--- src/rtl/axi_stream_strip_header.sv ---
// rtl/axi_stream_strip_header.sv - strips an H-byte header from each AXI Stream packet and realigns the payload MSB-first
// Optional `AXIS_STRIP_OUT_SKID_EN: 2-entry payload skid buffer, removing the ready_out -> ready_in path.
module axi_stream_strip_header #(
  parameter int DATA_WD      = 32,
  parameter int DATA_BYTE_WD = DATA_WD / 8,
  parameter int BYTE_CNT_WD  = $clog2(DATA_BYTE_WD)
) (
  input  logic                    clk,
  input  logic                    rst,
  input  logic                    valid_in,
  input  logic [DATA_WD-1:0]      data_in,
  input  logic [DATA_BYTE_WD-1:0] keep_in,
  input  logic                    last_in,
  output logic                    ready_in,
  output logic                    valid_out,
  output logic [DATA_WD-1:0]      data_out,
  output logic [DATA_BYTE_WD-1:0] keep_out,
  output logic                    last_out,
  input  logic                    ready_out,
  input  logic                    valid_strip,
  input  logic [BYTE_CNT_WD-1:0]  byte_strip_cnt,
  output logic                    ready_strip,
  output logic                    valid_header,
  output logic [DATA_WD-1:0]      data_header,
  output logic [DATA_BYTE_WD-1:0] keep_header,
  input  logic                    ready_header,
  output logic                    err_short
);

  localparam logic [1:0] S_IDLE  = 2'd0;
  localparam logic [1:0] S_HEAD  = 2'd1;
  localparam logic [1:0] S_BODY  = 2'd2;
  localparam logic [1:0] S_FLUSH = 2'd3;

  // Byte counts are kept wide enough to hold R+k, which can exceed one beat.
  localparam int NW = BYTE_CNT_WD + 2;
  localparam logic [NW-1:0] LP_NB = NW'(DATA_BYTE_WD);

  function automatic logic [DATA_BYTE_WD-1:0] f_top(input logic [NW-1:0] n);
    f_top = '0;
    for (int i = 0; i < DATA_BYTE_WD; i++) f_top[i] = (i >= DATA_BYTE_WD - int'(n));
  endfunction

  function automatic logic [DATA_BYTE_WD-1:0] f_low(input logic [NW-1:0] n);
    f_low = '0;
    for (int i = 0; i < DATA_BYTE_WD; i++) f_low[i] = (i < int'(n));
  endfunction

  logic [1:0]              r_state;
  logic [BYTE_CNT_WD-1:0]  r_hcnt;
  logic [DATA_WD-1:0]      r_res;
  logic [NW-1:0]           r_res_cnt;
  logic                    r_valid_header;
  logic [DATA_WD-1:0]      r_data_header;
  logic [DATA_BYTE_WD-1:0] r_keep_header;
  logic                    r_err;

  logic [NW-1:0]           w_h, w_r, w_k, w_hdr_n, w_res_cnt_nxt;
  logic [DATA_WD-1:0]      w_din, w_res_nxt, w_beat_data, w_hdr_data;
  logic [DATA_BYTE_WD-1:0] w_beat_keep, w_hdr_keep;
  logic [1:0]              w_state_nxt;
  logic                    w_beat_vld, w_beat_last, w_hdr_load, w_res_load, w_err;
  logic                    w_pay_free, w_in_fire;

  assign w_h = NW'(r_hcnt) + NW'(1);
  assign w_r = LP_NB - w_h;

  // Lanes outside keep_in are zeroed so stale bytes never leak into output beats.
  always_comb begin
    w_k   = '0;
    w_din = '0;
    for (int i = 0; i < DATA_BYTE_WD; i++) begin
      w_k = w_k + NW'(keep_in[i]);
      w_din[8*i +: 8] = keep_in[i] ? data_in[8*i +: 8] : 8'h00;
    end
  end

  assign ready_strip = (r_state == S_IDLE);
  assign ready_in    = (r_state == S_HEAD) ? ((!r_valid_header || ready_header) && w_pay_free) :
                       (r_state == S_BODY) ? w_pay_free : 1'b0;
  assign w_in_fire   = valid_in && ready_in;

  always_comb begin
    w_state_nxt   = r_state;
    w_beat_vld    = 1'b0;
    w_beat_data   = '0;
    w_beat_keep   = '0;
    w_beat_last   = 1'b0;
    w_hdr_load    = 1'b0;
    w_hdr_n       = w_h;
    w_res_load    = 1'b0;
    w_res_nxt     = '0;
    w_res_cnt_nxt = r_res_cnt;
    w_err         = 1'b0;
    case (r_state)
      S_IDLE: if (valid_strip) w_state_nxt = S_HEAD;
      S_HEAD: if (w_in_fire) begin
        w_hdr_load    = 1'b1;
        w_hdr_n       = (w_k < w_h) ? w_k : w_h;
        w_res_load    = 1'b1;
        w_res_nxt     = w_din << {w_h, 3'b000};
        w_res_cnt_nxt = w_r;
        if (!last_in) begin
          w_state_nxt = S_BODY;
        end else begin
          w_state_nxt = S_IDLE;
          w_err       = (w_k < w_h);
          if (w_k > w_h) begin
            w_beat_vld  = 1'b1;
            w_beat_data = w_din << {w_h, 3'b000};
            w_beat_keep = f_top(w_k - w_h);
            w_beat_last = 1'b1;
          end
        end
      end
      S_BODY: if (w_in_fire) begin
        w_beat_vld    = 1'b1;
        w_beat_data   = r_res | (w_din >> {w_r, 3'b000});
        w_beat_keep   = '1;
        w_res_load    = 1'b1;
        w_res_nxt     = w_din << {w_h, 3'b000};
        w_res_cnt_nxt = w_r;
        if (last_in) begin
          if (w_r + w_k <= LP_NB) begin
            w_beat_keep = f_top(w_r + w_k);
            w_beat_last = 1'b1;
            w_state_nxt = S_IDLE;
          end else begin
            w_res_cnt_nxt = w_k - w_h;
            w_state_nxt   = S_FLUSH;
          end
        end
      end
      S_FLUSH: if (w_pay_free) begin
        w_beat_vld  = 1'b1;
        w_beat_data = r_res;
        w_beat_keep = f_top(r_res_cnt);
        w_beat_last = 1'b1;
        w_state_nxt = S_IDLE;
      end
      default: w_state_nxt = S_IDLE;
    endcase
  end

  // A short packet carries only k header bytes, still right-aligned.
  assign w_hdr_data = w_din >> {LP_NB - w_hdr_n, 3'b000};
  assign w_hdr_keep = f_low(w_hdr_n);

  always_ff @(posedge clk) begin
    if (rst) begin
      r_state        <= S_IDLE;
      r_hcnt         <= '0;
      r_res          <= '0;
      r_res_cnt      <= '0;
      r_valid_header <= 1'b0;
      r_data_header  <= '0;
      r_keep_header  <= '0;
      r_err          <= 1'b0;
    end else begin
      r_state <= w_state_nxt;
      r_err   <= w_err;
      if (ready_strip && valid_strip) r_hcnt <= byte_strip_cnt;
      if (w_res_load) begin
        r_res     <= w_res_nxt;
        r_res_cnt <= w_res_cnt_nxt;
      end
      if (w_hdr_load) begin
        r_valid_header <= 1'b1;
        r_data_header  <= w_hdr_data;
        r_keep_header  <= w_hdr_keep;
      end else if (ready_header) begin
        r_valid_header <= 1'b0;
      end
    end
  end

  assign valid_header = r_valid_header;
  assign data_header  = r_data_header;
  assign keep_header  = r_keep_header;
  assign err_short    = r_err;

`ifdef AXIS_STRIP_OUT_SKID_EN
  localparam int QW = DATA_WD + DATA_BYTE_WD + 1;
  logic [QW-1:0] r_q0, r_q1;
  logic [1:0]    r_qcnt;
  logic [QW-1:0] w_beat_q;
  logic          w_pop;

  // Space is judged from the registered fill level only, so ready_in never sees ready_out.
  assign w_pay_free = (r_qcnt != 2'd2);
  assign w_beat_q   = {w_beat_last, w_beat_keep, w_beat_data};
  assign w_pop      = (r_qcnt != 2'd0) && ready_out;

  always_ff @(posedge clk) begin
    if (rst) begin
      r_q0   <= '0;
      r_q1   <= '0;
      r_qcnt <= 2'd0;
    end else begin
      case ({w_beat_vld, w_pop})
        2'b10: begin
          if (r_qcnt == 2'd0) r_q0 <= w_beat_q;
          else                r_q1 <= w_beat_q;
          r_qcnt <= r_qcnt + 2'd1;
        end
        2'b01: begin
          r_q0   <= r_q1;
          r_qcnt <= r_qcnt - 2'd1;
        end
        2'b11: r_q0 <= w_beat_q;
        default: ;
      endcase
    end
  end

  assign valid_out = (r_qcnt != 2'd0);
  assign data_out  = r_q0[DATA_WD-1:0];
  assign keep_out  = r_q0[DATA_WD +: DATA_BYTE_WD];
  assign last_out  = r_q0[QW-1];
`else
  logic                    r_valid_out;
  logic [DATA_WD-1:0]      r_data_out;
  logic [DATA_BYTE_WD-1:0] r_keep_out;
  logic                    r_last_out;

  assign w_pay_free = !r_valid_out || ready_out;

  always_ff @(posedge clk) begin
    if (rst) begin
      r_valid_out <= 1'b0;
      r_data_out  <= '0;
      r_keep_out  <= '0;
      r_last_out  <= 1'b0;
    end else if (w_beat_vld) begin
      r_valid_out <= 1'b1;
      r_data_out  <= w_beat_data;
      r_keep_out  <= w_beat_keep;
      r_last_out  <= w_beat_last;
    end else if (ready_out) begin
      r_valid_out <= 1'b0;
    end
  end

  assign valid_out = r_valid_out;
  assign data_out  = r_data_out;
  assign keep_out  = r_keep_out;
  assign last_out  = r_last_out;
`endif

endmodule

--- config.mk ---
export PLATFORM = sky130hd
export DESIGN_NAME = axi_stream_strip_header
export DESIGN_NICKNAME = d
export VERILOG_FILES = /design/src/rtl/axi_stream_strip_header.sv
export SDC_FILE = /design/constraint.sdc
export NUM_CORES = 1
export LEC_CHECK = 0
export CORE_AREA = 2 2 117 119
export CTS_BUF_LIST = sky130_fd_sc_hd__clkbuf_2 sky130_fd_sc_hd__clkbuf_4 sky130_fd_sc_hd__clkbuf_8
export DETAILED_ROUTE_END_ITERATION = 10
export DIE_AREA = 0 0 119 121
export GPL_TIMING_DRIVEN = 0
export PLACE_DENSITY = 0.86
export SYNTH_ARGS = -nofsm -noshare
export SYNTH_HDL_FRONTEND = slang
export SYNTH_SLANG_ARGS = --single-unit
--- constraint.sdc ---
create_clock -name clk -period 9.4 [get_ports clk]
set_input_delay 1.41 -clock clk [delete_from_list [all_inputs] [get_ports clk]]
set_output_delay 1.41 -clock clk [all_outputs]
set_load 0.05 [all_outputs]
==> results of run 1 <==
[state kept, by name, indices dropped and copies added, names as in the netlist]
signal	cells
data_header	32
data_out	32
err_short	1
keep_header	4
keep_out	4
last_out	1
r_hcnt	2
r_res	32
r_res_cnt	4
r_state	2
valid_header	1
valid_out	1
[cell type report]
cell class | instances | area (µm²) | share of cell area
Clock inverter | 15 | 170 | 0.0179
Multi-Input combinational cell | 794 | 4830 | 0.508
Inverter | 31 | 121 | 0.0128
Sequential cell | 116 | 2320 | 0.244
Clock buffer | 17 | 234 | 0.0246
Buffer | 90 | 400 | 0.0421
Tap cell | 176 | 220 | 0.0231
Timing Repair Buffer | 121 | 1210 | 0.127
[layout by cell type, fill, tap and decap left out, types with 4 or more instances in the layout]
master and instances:
nand4_1 6, and2_1 7, a41oi_1 6, inv_1 28, a221o_1 4, a22oi_1 15, clkbuf_8 17, o21a_1 5
xnor2_1 8, a221oi_1 8, nand2b_1 5, a311oi_1 11, nand3_1 35, clkbuf_1 51, and3_1 4, buf_4 5
o21ai_0 48, buf_2 23, mux2i_1 22, clkdlybuf4s50_1 121, dfxtp_1 116, a32oi_1 10, mux4_2 8, o211ai_1 6
nor4_1 13, nor2_1 134, ha_1 27, nor3_1 47, a2111oi_0 7, a21oi_1 100, a2bb2oi_1 5, inv_6 6
nand2_1 130, clkinv_4 4, buf_1 9, or3_1 6, a211oi_1 41, a31oi_1 26
[tightest hold or removal path, delay by kind of cell (launching register included)]
| family | cells | cell delay, ns |
|---|---|---|
| AND/OR/NAND/NOR | 1 | 0.05 |
| flip-flops | 1 | 0.31 |
| AO/OA/AOI/OAI | 1 | 0.05 |
[worst max-delay path by stage]
stage	cells past startpoint	slack [ns]	to	from
4_1_cts	22	2.74	data_header[31]	keep_in[1]
6_report	22	2.56	data_header[31]	keep_in[1]
3_5_place_dp	22	2.27	data_header[26]	keep_in[1]
2_1_floorplan	21	3.80	data_header[24]	keep_in[0]
3_3_place_gp	22	2.43	data_header[31]	keep_in[1]
5_1_grt	22	2.37	data_header[25]	keep_in[1]
[layer usage]
metal / part of all wire / wire length [µm] / track usage
met5: 0 / 0 / 0
met4: 0.060 / 1870 / 0.270
met3: 0.13 / 4080 / 0.117
met2: 0.43 / 13400 / 0.649
met1: 0.38 / 11800 / 0.540
[power breakdown]
part	internal, mW	total [mW]	switching, mW
Clock	0.242	0.488	0.246
Combinational	0.192	0.567	0.376
Sequential	0.507	0.518	0.0106
Total	0.941	1.57	0.633
[cells by family after synthesis]
logic type      after synthesis
flops                       116
buf+inv                     121
compound gates              317
xor+xnor                     12
simple gates                404
fa+ha+maj                    31
mux                          30
==> run_results.csv, run 1 <==
group,metric,value,unit
synth,ys_types,70,
worst_hold_path,hold_depth,2,
setup_path,reg2regPathDepth,22,
sta,maxSlewHeadroom,0.328,
layout,final_cell_area,9510,µm²
sta,max_freq,146,MHz
power,peakVddDrop,92.9,µV
worst_hold_path,hp-start,"r_res[27]",
clock_tree,numCtsBuffers,17,
drt,antenna_left,0,
drt,firstDrtPassIters,8,
synth,synth_area_leaders,"dfxtp_1, nor2_1, a21oi_1, nand2_1, ha_1",
run,drv_cap,0,
synth,ys_seq_area_frac,0.302,
floorplanning,dieArea,14400,µm²
layout,final_core_util,0.727,
floorplanning,initial_core_util,0.587,
setup_path,worst-path-max-fanout,10,
floorplanning,row_count,42,
layout,nets,1246,
drt,viasPerCell,6.72,
grt,grt_usage,0.428,
place,place_ws,2.27,ns
synth,synthMuxAreaShare,0.0521,
place,place_area,9110,µm²
setup_path,r2r-start,"r_hcnt[0]",
sta,holdWs,0.456,ns
sta,fin_tns_setup,0,ns
sta,period_share,0.728,
synth,synth_xor_xnor_area_share,0.0166,
synth,synthSimpleGateAreaFrac,0.236,
clock_tree,ctsResizeCount,0,
drt,totalWireLength,31100,µm
synth,syn_inst,1031,
synth,postSynthAreaPerCell,7.45,µm²
floorplanning,core_area,13100,µm²
clock_tree,cts.clk_slew.worst_paths,0.08,ns
setup_path,regToRegSetupSlack,4.02,ns
setup_path,critical_path.slowest_cell,"clkdlybuf4s50_1",
drt,vias,9145,
synth,synth_ff_type,"dfxtp_1",
floorplanning,pin_count,123,
clock_tree,hold_buffers,0,
place,port-buffer-count,121,
setup_path,crit_path_end_kind,"flop",
power,power,1.57,mW
synth,yosysMostFrequentCell,"nor2_1",
setup_path,crit_family,"buffers and inverters",
power,powerDensity,165,nW/µm²
clock_tree,h-tree-depth,4,
synth,synth_top_family_by_area,"compound AO/OA/AOI/OAI gates",
synth,synth_compound_area_frac,0.271,
setup_path,cp-start-kind,"input pin",
clock_tree,cts_tree,"done",
synth,synth_enable_flop_cells,0,
grt,grt_pass1_vias,8330,
setup_path,worstSetupPathType,"in2reg",
worst_hold_path,hold_end,"r_res[27]",
grt,grt_pass1_wl,46800,µm
floorplanning,chipHeight,121,µm
outcome,status,"finished clean",
synth,synth-seq-cells,116,
synth,synthAdderAreaFrac,0.0531,
layout,fill_cells,1076,
grt,grt_remaining_overflow,0,
synth,synth_common_cells,"nor2_1, nand2_1, dfxtp_1",
sta,clock_skew,0.0127,ns
sta,worst_slack,2.56,ns
layout,syn_to_final_growth,23.9,%
clock_tree,cts.repair_timing.setup_buffer_count,0,
setup_path,cp_cell_sequence,"clkdlybuf4s50_1, fa_1, ha_1, xor2_1, inv_1, fa_1, inv_1, ha_1, buf_2, nor3_4, o21ai_4, buf_6, inv_1, ha_1, buf_1, nor3b_4, o21a_1, buf_2, and2_1, buf_2, a32oi_1, nor2_1",
place,place_inst,1328,
setup_path,cpPeakStageDelay,0.74,ns
place,dp_hpwl,23300,µm
sta,drv_slew,0,
setup_path,cp_data_arrival_time,7.24,ns
power,leakage,3.32,nW
synth,yosys_warnings,0,
floorplanning,dieWidth,119,µm
drt,drc_errors,0,
synth,netlist_area,7680,µm²
grt,antenna_found_initial,0,
synth,synthArstFlopShare,0,
clock_tree,insertion_delay,0.48,ns
sta,min_period,6.84,ns
place,place.gp.congestion,1.09,
setup_path,r2r_end,"data_header[31]",
sta,rsz0062_at_grt,"false",
synth,yosys.area.top_type,"dfxtp_1",
layout,stdcell_count,1360,
layout,drive_gt1_frac,0.0752,
setup_path,cp.required,9.80,ns
setup_path,critPathBufInv,9,
grt,grt_max_degree,17,
sta,worst-slew-pin-transition,1.01,ns
layout,n_antenna_cell,0,
clock_tree,cts_sinks,116,
worst_hold_path,hold_path_class,"reg2reg",
synth,synth_nets,1106,
drt,wl_per_cell,22.9,µm
drt,drt_iter0_drc,1573,
clock_tree,cts.path.max_buffers,2,
synth,synth_top_area_share,0.302,
clock_tree,clockRootBuffer,"clkbuf_8",
sta,finalSetupViolCount,0,
sta,finalHoldViolations,0,
No activity file was read; power rests on OpenSTA's default activity.
==> inputs of run 2 (changes only) <==
- CORE_AREA: 2 2 117 119 -> 2 2 126 128
- DIE_AREA: 0 0 119 121 -> 0 0 128 130
- PLACE_DENSITY: 0.86 -> 0.79
- clock period: 9.4 -> 5.9 ns (I/O delays scaled with it)
==> run 2 against run 1 <==
Against the previous run: worst setup slack got worse by 2.3 ns; cell area grew 0.43%; routed wire length up 1.8%; sequential cell count is the same; count of clock-buffer cells in the layout stayed put; sequential share of layout area decreased by 0.11 points; cell count up 1.2%; critical path depth is 1 lower; die area grew 16%; clock skew increased by 0.0030 ns; largest power group unchanged.
==> run_results.csv, run 2 (same netlist as run 1, synthesis figures left out) <==
group,metric,value,unit
outcome,status,"finished clean",
setup_path,cp_data_arrival_time,6.06,ns
floorplanning,pin_count,123,
grt,grt_usage,0.381,
drt,drc_errors,0,
worst_hold_path,hold_path_class,"reg2reg",
clock_tree,cts.clk_slew.worst_paths,0.08,ns
place,port-buffer-count,121,
place,place_inst,1344,
clock_tree,h-tree-depth,4,
setup_path,regToRegSetupSlack,0.84,ns
sta,fin_tns_setup,0,ns
sta,drv_slew,0,
grt,grt_remaining_overflow,0,
layout,stdcell_count,1376,
floorplanning,initial_core_util,0.498,
clock_tree,numCtsBuffers,17,
power,switchingPower,1.04,mW
power,intPower,1.51,mW
sta,rsz0062_at_grt,"false",
place,dp_hpwl,24200,µm
drt,vias,9002,
grt,grt_pass1_vias,8170,
setup_path,cp.required,6.31,ns
sta,maxSlewHeadroom,0.379,
clock_tree,hold_buffers,0,
setup_path,reg2regPathDepth,21,
drt,firstDrtPassIters,6,
power,p_comb_frac,0.356,
clock_tree,cts_tree,"done",
layout,drive_gt1_frac,0.0777,
sta,min_period,5.65,ns
drt,drt_iter0_drc,1149,
layout,mostFrequentLayoutCell,"nor2_1",
sta,period_share,0.958,
floorplanning,core_area,15400,µm²
setup_path,r2r_end,"data_header[31]",
layout,layout_common_cells,"nor2_1, nand2_1, clkdlybuf4s50_1",
layout,multi_input_area,4840,µm²
layout,fill_cells,1441,
power,peakVddDrop,128,µV
layout,nets,1246,
power,powerDensity,266,nW/µm²
setup_path,worst-path-max-fanout,10,
drt,totalWireLength,31700,µm
sta,finalHoldViolations,0,
floorplanning,dieWidth,128,µm
sta,max_freq,177,MHz
grt,grt_pass1_wl,47800,µm
clock_tree,cts_sinks,116,
drt,antenna_left,0,
drt,viasPerCell,6.54,
layout,syn_to_final_growth,24.4,%
grt,grt_max_degree,17,
sta,finalSetupViolCount,0,
grt,antenna_found_initial,0,
floorplanning,dieArea,16600,µm²
power,sw_frac_of_total,0.407,
power,leakage,3.34,nW
layout,regArea,2320,µm²
setup_path,worstSetupPathType,"in2reg",
power,clockPowerShare,0.319,
power,pwr-share-seq,0.325,
layout,n_antenna_cell,0,
setup_path,crit_end,"data_header[31]",
clock_tree,cts.path.max_buffers,2,
floorplanning,row_count,46,
floorplanning,chipHeight,130,µm
setup_path,crit_path_end_kind,"flop",
run,drv_cap,0,
sta,worst-slew-pin-transition,0.932,ns
setup_path,crit_start,"keep_in[1]",
clock_tree,clockRootBuffer,"clkbuf_8",
clock_tree,insertion_delay,0.48,ns
setup_path,r2r-start,"r_hcnt[0]",
place,place.gp.congestion,1.07,
sta,clock_skew,0.0157,ns
drt,wl_per_cell,23.0,µm
setup_path,cp-start-kind,"input pin",
-- run 2: timing repair --
| item | 4_1_cts | 5_1_grt |
|---|---|---|
| setup buffers | 1 | 0 |
| gates cloned | 0 | 0 |
| pin swaps | 1 | 0 |
| endpoints found under the setup margin | 10 | 17 |
| resized for setup | 1 | 2 |
-- run 2: per-layer routing --
layer  up-vias  share of wire  global-route usage
li1       4035              -                   -
met1      4184           0.40               0.492
met2       663           0.43               0.585
met3       120           0.11               0.109
met4         0          0.052               0.196
met5         -              0                   0
-- run 2: worst max-delay path, stage by stage --
cell	delay, ns
clkdlybuf4s50_1	0.70
fa_1	0.51
ha_1	0.26
xor2_2	0.33
inv_1	0.14
fa_1	0.43
inv_1	0.06
ha_1	0.13
buf_2	0.21
nor3_4	0.09
o21ai_4	0.33
buf_6	0.24
inv_1	0.06
ha_1	0.43
nor3b_4	0.26
o21a_1	0.14
buf_2	0.22
and2_1	0.19
buf_2	0.20
a32oi_1	0.12
nor2_1	0.12
-- run 2: area by class of cell --
class / count / area share
timing repair buffer: 122 / 0.128
clock inverter: 15 / 0.0187
clock buffer: 17 / 0.0245
inverter: 31 / 0.0127
multi-input combinational: 794 / 0.507
sequential: 116 / 0.243
buffer: 89 / 0.0416
tap: 192 / 0.0251
-- run 2: how the worst min path moves through the flow --
stage	startpoint	to	slack (ns)	cells after the start
after floorplan	r_res[26]	r_res[26]	0.43	2
after global placement	r_res[27]	r_res[27]	0.44	2
after detailed placement	r_res[27]	r_res[27]	0.45	2
after CTS	r_res[27]	r_res[27]	0.46	2
after global routing	r_res[20]	r_res[20]	0.47	2
final	r_res[27]	r_res[27]	0.46	2
-- run 2: per-stage QoR --
step	hold slack, ns	power [mW]	utilization	setup WS [ns]	cell area [µm²]
after detailed placement	0.446	1.72	0.592	-0.631	9130
after global placement	0.440	1.71	0.592	-0.615	9130
after CTS	0.457	2.51	0.620	0.124	9560
after floorplan	0.433	1.45	-	0.821	7680
after global routing	0.475	2.63	0.619	0.0157	9560
final	0.455	2.54	0.619	0.250	9560
-- run 2: power groups by stage --
stage          Combinational (mW)  Sequential (mW)  Clock [mW]
4_1_cts                     0.879            0.825       0.807
6_report                    0.905            0.826       0.813
5_1_grt                     0.966            0.828       0.839
3_3_place_gp                0.867            0.842           0
3_5_place_dp                0.872            0.843           0
2_1_floorplan               0.546            0.901           0
